## src/rtl/decoder_sequencer_pkg.sv

```systemverilog
// rtl/decoder_sequencer_pkg.sv - shared modes and helpers for the decoder sequencer
// Purpose: operating-mode encoding, output-update selector and the 2^N width helper.
// Ports: none (package).
package decoder_sequencer_pkg;

  typedef enum logic [1:0] {
    MODE_OFF    = 2'd0,
    MODE_DIRECT = 2'd1,
    MODE_SCAN   = 2'd2,
    MODE_STROBE = 2'd3
  } mode_e;

  // What the out register does on the coming edge.
  typedef enum logic [1:0] {
    OUT_HOLD   = 2'd0,
    OUT_DECODE = 2'd1,
    OUT_CLEAR  = 2'd2
  } out_action_e;

  localparam int MAX_N = 6;

  function automatic int onehot_width(input int n);
    return 1 << n;
  endfunction

endpackage

```

## src/rtl/decoder_sequencer_if.sv

```systemverilog
// rtl/decoder_sequencer_if.sv - control/result bundle of the decoder sequencer
// Purpose: groups the sequencer controls and registered results.
// Ports: en, mode[1:0], sel[N-1:0], load, limit[N-1:0] (master -> slave);
//        out[2^N-1:0], index[N-1:0], wrap (slave -> master).
interface decoder_sequencer_if #(
  parameter int N = 3
);
  import decoder_sequencer_pkg::*;

  localparam int W = onehot_width(N);

  logic         en;
  logic [1:0]   mode;
  logic [N-1:0] sel;
  logic         load;
  logic [N-1:0] limit;
  logic [W-1:0] out;
  logic [N-1:0] index;
  logic         wrap;

  modport master (
    output en, mode, sel, load, limit,
    input  out, index, wrap
  );

  modport slave (
    input  en, mode, sel, load, limit,
    output out, index, wrap
  );

endinterface

```

## src/rtl/decoder_sequencer_decoder_n.sv

```systemverilog
// rtl/decoder_sequencer_decoder_n.sv - combinational N-to-2^N one-hot decoder
// Purpose: one-hot decode of sel, built recursively from a 2-bit stage.
// Ports: sel[N-1:0] in; onehot[2^N-1:0] out (bit k set iff sel == k).
module decoder_n #(
  parameter int N = 3
) (
  input  logic [N-1:0]        sel,
  output logic [(1<<N)-1:0]   onehot
);

  generate
    if (N == 1) begin : g_stage1
      assign onehot = {sel[0], ~sel[0]};
    end else if (N == 2) begin : g_stage2
      assign onehot = {sel == 2'd3, sel == 2'd2, sel == 2'd1, sel == 2'd0};
    end else begin : g_recurse
      localparam int HALF = 1 << (N - 1);
      logic [HALF-1:0] lower;

      decoder_n #(.N(N - 1)) u_lower (
        .sel    (sel[N-2:0]),
        .onehot (lower)
      );

      // The top select bit steers the lower decode into the upper or lower half.
      assign onehot = {lower & {HALF{sel[N-1]}}, lower & {HALF{~sel[N-1]}}};
    end
  endgenerate

endmodule

```

## src/rtl/decoder_sequencer.sv

```systemverilog
// rtl/decoder_sequencer.sv - registered one-hot decoder with direct, scan and strobe modes
// Purpose: mode mux, scan counter, wrap pulse and strobe self-clear around decoder_n.
// Ports: clk, reset (async, active-high); bus (slave modport): en, mode, sel, load,
//        limit in; out (registered one-hot), index (registered), wrap (registered pulse) out.
module decoder_sequencer
  import decoder_sequencer_pkg::*;
#(
  parameter int N              = 3,
  parameter int SCAN_RESET_IDX = 0
) (
  input  logic                 clk,
  input  logic                 reset,
  decoder_sequencer_if.slave   bus
);

  localparam int           W       = onehot_width(N);
  localparam logic [N-1:0] RST_IDX = SCAN_RESET_IDX[N-1:0];

  logic [W-1:0] out_q, out_d;
  logic [N-1:0] index_q, index_d;
  logic         wrap_q, wrap_d;
  logic         strobe_pending_q, strobe_pending_d;

  out_action_e  out_action;
  mode_e        mode;
  logic [W-1:0] dec_out;

  assign mode = mode_e'(bus.mode);

  // Decoding the next index means out is simply a register of the decoder.
  decoder_n #(.N(N)) u_dec (
    .sel    (index_d),
    .onehot (dec_out)
  );

  always_comb begin
    index_d          = index_q;
    wrap_d           = 1'b0;
    strobe_pending_d = 1'b0;
    out_action       = OUT_HOLD;

    case (mode)
      MODE_OFF: begin
        out_action = OUT_CLEAR;
      end
      MODE_DIRECT: begin
        if (bus.en) begin
          index_d    = bus.sel;
          out_action = OUT_DECODE;
        end
      end
      MODE_SCAN: begin
        if (bus.en) begin
          out_action = OUT_DECODE;
          if (bus.load) begin
            index_d = bus.sel;
          end else if (index_q >= bus.limit) begin
            // >= so a limit lowered under the current index still wraps.
            index_d = '0;
            wrap_d  = 1'b1;
          end else begin
            index_d = index_q + N'(1);
          end
        end
      end
      default: begin
        if (bus.en && bus.load) begin
          index_d          = bus.sel;
          out_action       = OUT_DECODE;
          strobe_pending_d = 1'b1;
        end else begin
          out_action = OUT_CLEAR;
        end
      end
    endcase

    // A fired strobe always self-clears, even if the mode moved away with en low.
    if (strobe_pending_q && out_action == OUT_HOLD) begin
      out_action = OUT_CLEAR;
    end

    case (out_action)
      OUT_DECODE: out_d = dec_out;
      OUT_CLEAR:  out_d = '0;
      default:    out_d = out_q;
    endcase
  end

  always_ff @(posedge clk or posedge reset) begin
    if (reset) begin
      out_q            <= '0;
      index_q          <= RST_IDX;
      wrap_q           <= 1'b0;
      strobe_pending_q <= 1'b0;
    end else begin
      out_q            <= out_d;
      index_q          <= index_d;
      wrap_q           <= wrap_d;
      strobe_pending_q <= strobe_pending_d;
    end
  end

  assign bus.out   = out_q;
  assign bus.index = index_q;
  assign bus.wrap  = wrap_q;

endmodule
```

## src/flat_wrapper.sv

```systemverilog
// flat-port wrapper written by rule: the top's interface ports become plain ports
module decoder_sequencer_flat import decoder_sequencer_pkg::*;
#(
  parameter int N              = 3,
  parameter int SCAN_RESET_IDX = 0
)
  (clk, reset, bus_en, bus_mode, bus_sel, bus_load, bus_limit, bus_out, bus_index, bus_wrap);
  decoder_sequencer_if #(.N(N)) bus_i ();
  input  logic clk;
  input  logic reset;
  input wire logic [$bits(bus_i.en)-1:0] bus_en;
  input wire logic [$bits(bus_i.mode)-1:0] bus_mode;
  input wire logic [$bits(bus_i.sel)-1:0] bus_sel;
  input wire logic [$bits(bus_i.load)-1:0] bus_load;
  input wire logic [$bits(bus_i.limit)-1:0] bus_limit;
  output wire logic [$bits(bus_i.out)-1:0] bus_out;
  output wire logic [$bits(bus_i.index)-1:0] bus_index;
  output wire logic [$bits(bus_i.wrap)-1:0] bus_wrap;
  assign bus_i.en = bus_en;
  assign bus_i.mode = bus_mode;
  assign bus_i.sel = bus_sel;
  assign bus_i.load = bus_load;
  assign bus_i.limit = bus_limit;
  assign bus_out = bus_i.out;
  assign bus_index = bus_i.index;
  assign bus_wrap = bus_i.wrap;
  decoder_sequencer #(.N(N), .SCAN_RESET_IDX(SCAN_RESET_IDX)) u_core (.clk(clk), .reset(reset), .bus(bus_i));
endmodule
```

## config.mk

```make
export PLATFORM = sky130hd
export DESIGN_NAME = decoder_sequencer_flat
export DESIGN_NICKNAME = d
export VERILOG_FILES = /design/src/rtl/decoder_sequencer_pkg.sv /design/src/rtl/decoder_sequencer_if.sv /design/src/rtl/decoder_sequencer_decoder_n.sv /design/src/rtl/decoder_sequencer.sv /design/src/flat_wrapper.sv
export SDC_FILE = /design/constraint.sdc
export NUM_CORES = 1
export LEC_CHECK = 0
export CAP_MARGIN = 5
export CORE_ASPECT_RATIO = 0.8
export CORE_MARGIN = 1.5
export CORE_UTILIZATION = 43
export CTS_CLUSTER_SIZE = 14
export DETAILED_ROUTE_END_ITERATION = 6
export PLACE_DENSITY_LB_ADDON = 0.15
export SETUP_SLACK_MARGIN = 0.3
export SLEW_MARGIN = 30
export SYNTH_ARGS = -nofsm -noshare
export SYNTH_HDL_FRONTEND = slang
export SYNTH_SLANG_ARGS = --single-unit
```

## constraint.sdc

```tcl
create_clock -name clk -period 1.6 [get_ports clk]
set_input_delay 0.16 -clock clk [delete_from_list [all_inputs] [get_ports clk]]
set_output_delay 0.16 -clock clk [all_outputs]
set_load 0.005 [all_outputs]
```

==> results.md <==
* DR vias at 1,009
* Pwr Density at 791 mW/mm^2
* Minimum clock period at 1.77 ns
* Per-cell routed wire length at between 15 and 20 um
* Clk_lat worst skew at around 0.28 ns
* RSZ-0062 raised after global routing: true
* Clk buf depth at 2
* Final hold violations at 0
* Global-route wire length before repair at 4320 um
* Setup Skew at around 0.010 ns
* Fin crit share at 1.11
* Core area at 0.00212 sq mm
* CP arrival at 1.96 ns
* Max-cap viol count at 0
* Dominant synthesized flop cell: dfrtp_1
* Largest net degree at the start of global routing at 14
* Cells after Synth at 104
* Cts bufs inserted at 3
* VDD IR-drop max at approximately 0.73 mV
* Cell row count at 15
* Overall die height at 45.0 um
* Design Power at 1.33 mW
* Post-Place Worst Slack at -0.786 ns
* Ant. Diodes at 0
* Status: finished, violations left
* Clock power share at 0.150
* Worst-margin pin slew at 0.483 ns
* Post-synthesis sequential area ratio at 0.343
* Pint at ~0.86 mW
* Worst-path fanout max at 4
* Nets@finish at 185
* EDFF count, synth at 0
* Post-route ant nets at 0
* # DRC at 0
* NetSw at 0.470 mW
* Root Buffer Master: clkbuf_4
* Endpoints failing setup at 9
* CTS Sinks at 13
* DIE AREA at between 0.002 and 0.003 sq mm
* Pre-antenna DRT Iters at 4
* Library cells used by synthesis at 38
* CTS tree: done
* Type of the most critical hold path: input port to async pin
* Static Leakage at around 0.9 nW
* Fraction of layout cells with a size suffix above 1 at 0.488
* Syn_nets at 126
* Asr flop ratio synth at 1.00
* Failing checks: negative setup slack
* Reg power frac at 0.306
* Starting DRT DRC Count at 29
* Crit end category: flip-flop
* Combinational share of power at 0.544
* CTS H-tree depth at 1
* Initial Util at 0.448
* Vias in the first global route at 968
* FF+latch count, synth at 13
* Detailed Place HPWL at about 1900 um
* Final WL at ~2900 um
* Synth warnings at 0
* Total track usage at 0.226
* Cts hold-fix bufs at 0
* Placer Congestion at 0.802
* Max frequency at 564 MHz
* Switching share of power at 0.353
* Chip width at 55.5 um
* I/O Buffers at 23
* Synthesized area at around 950 sq um
* Setup slack after layout at -0.172 ns
* Crit path required time at 1.79 ns
* Worst-path clk slew at 0.08 ns
* Vias/cell at 5.40
* Slew headroom at 0.678
* GRT overflow at 0
* Final Max Tran Viols at 0
* Type of the worst setup path: flip-flop to flip-flop
* Initial antenna violation count at 0
* Nature of the critical path startpoint: flip-flop
* Area Growth Syn to Fin at 77.3%
* Syn avg cell area at a little over 9 sq um
* Final hold slack at 0.196 ns
* I/O Pins at 24
-- stage by stage --
| stage | instances | area (sq um) | setup TNS, ns | utilization |
|---|---|---|---|---|
| floorplan | 104 | 1000 | -1.51 | - |
| global placement | 172 | 1410 | -6.89 | 0.665 |
| detailed placement | 172 | 1410 | -7.34 | 0.665 |
| CTS | 183 | 1610 | -0.799 | 0.759 |
| global route | 187 | 1680 | -2.04 | 0.794 |
| finish | 187 | 1680 | -1.29 | 0.794 |
-- cells by family after synthesis --
kind of cell / count (synthesis) / share of synthesized area
AND/OR/NAND/NOR: 33 / 0.175
multiplexers: 2 / 0.0277
adder cells (fa/ha/maj): 10 / 0.132
AO/OA/AOI/OAI: 31 / 0.253
buffers and inverters: 14 / 0.0606
XOR/XNOR: 1 / 0.00922
flip-flops: 13 / 0.343
-- cell type report --
| cell class | count | area (sq um) |
|---|---|---|
| multi-input cells | 77 | 746 |
| repair buffers | 57 | 502 |
| clock buffers | 4 | 26.3 |
| well taps | 25 | 31.3 |
| fillers | 130 | 437 |
| flip-flops and latches | 13 | 325 |
| inverters | 11 | 53.8 |
-- layer usage --
layer | up-vias | GRT usage | part of all wire | routed length [um]
li1 | 490 | - | - | -
met1 | 478 | 0.279 | 0.44 | 1260
met2 | 31 | 0.390 | 0.49 | 1420
met3 | 10 | 0.0659 | 0.044 | 127
met4 | 0 | 0.0683 | 0.021 | 61
met5 | - | 0 | 0 | 0
-- worst max-delay path, stage by stage, from the launching register on --
cell and delay [ns]:
dfrtp_1 0.43, ha_4 0.24, a21oi_2 0.12, o21ai_2 0.09, buf_4 0.15, a21oi_4 0.17
o211ai_1 0.12, buf_4 0.18, o31ai_1 0.18
-- sequential cells by signal, summed over array words and instances (netlist names) --
register                 count
u_core.bus.index             3
u_core.strobe_pending_q      1
u_core.bus.wrap              1
u_core.bus.out               8
-- worst paths after layout --
kind / from / to / slack, ns / depth (start not counted)
worst max register to register: u_core.bus.index[2] / u_core.bus.out[6] / -0.17 / 8
worst min register to register: u_core.bus.out[2] / u_core.bus.out[2] / 0.49 / 2
worst max-delay path: u_core.bus.index[2] / u_core.bus.out[6] / -0.17 / 8
min in group clk: bus_load / u_core.strobe_pending_q / 0.40 / 2
max in group asynchronous: reset / u_core.bus.out[0] / 1.06 / 2
worst min-delay path: reset / u_core.strobe_pending_q / 0.20 / 2
-- cells in the mapped netlist (2+ instances only) --
| library cell | count | area (sq um) |
|---|---|---|
| nand2_1 | 13 | 48.8 |
| ha_1 | 10 | 125 |
| inv_2 | 2 | 7.51 |
| o21ai_1 | 2 | 10.0 |
| dfrtp_1 | 13 | 325 |
| o31ai_2 | 4 | 50.1 |
| nor2_1 | 5 | 18.8 |
| and3_1 | 3 | 18.8 |
| o21ai_0 | 3 | 15.0 |
| a21oi_1 | 5 | 25.0 |
| buf_2 | 2 | 10.0 |
| o21a_1 | 2 | 15.0 |
| o211ai_1 | 2 | 15.0 |
| nand2b_1 | 3 | 18.8 |
| o31ai_1 | 4 | 30.0 |
| inv_1 | 8 | 30.0 |
| a22o_1 | 2 | 17.5 |
-- placed cells by master, fill, tap and decap left out, types with 2 or more instances in the layout --
cell,synthesis,routed
buf_4,0,29
dfrtp_1,13,13
nand2_1,13,12
clkdlybuf4s50_1,0,8
dlymetal6s2s_1,0,7
buf_6,0,6
inv_1,8,5
ha_4,0,5
ha_1,10,5
nor2_1,5,4
inv_2,2,3
o21ai_0,3,3
nand2b_1,3,3
o31ai_4,0,3
o31ai_2,4,3
clkbuf_4,0,3
nand2_2,1,2
a21oi_2,0,2
o211ai_1,2,2
a21oi_1,5,2
mux2_4,1,2
and3_1,3,2
inv_6,0,2
a22o_1,2,2
o31ai_1,4,2
dlygate4sd2_1,0,2
buf_2,2,2
clkbuf_2,0,2
-- power groups by stage --
stage / clock network (mW) / registers, mW / logic, mW
2_1_floorplan: 0 / 0.422 / 0.264
3_3_place_gp: 0 / 0.410 / 0.539
3_5_place_dp: 0 / 0.409 / 0.548
4_1_cts: 0.203 / 0.408 / 0.674
5_1_grt: 0.216 / 0.412 / 0.786
6_report: 0.200 / 0.408 / 0.725
-- timing repair --
item / in CTS / in global routing
setup buffers: 7 / 4
resized for setup: 50 / 17
setup endpoints to repair: 16 / 21
pin swaps: 19 / 1
Note: power is estimated with default switching activity, not from simulation.
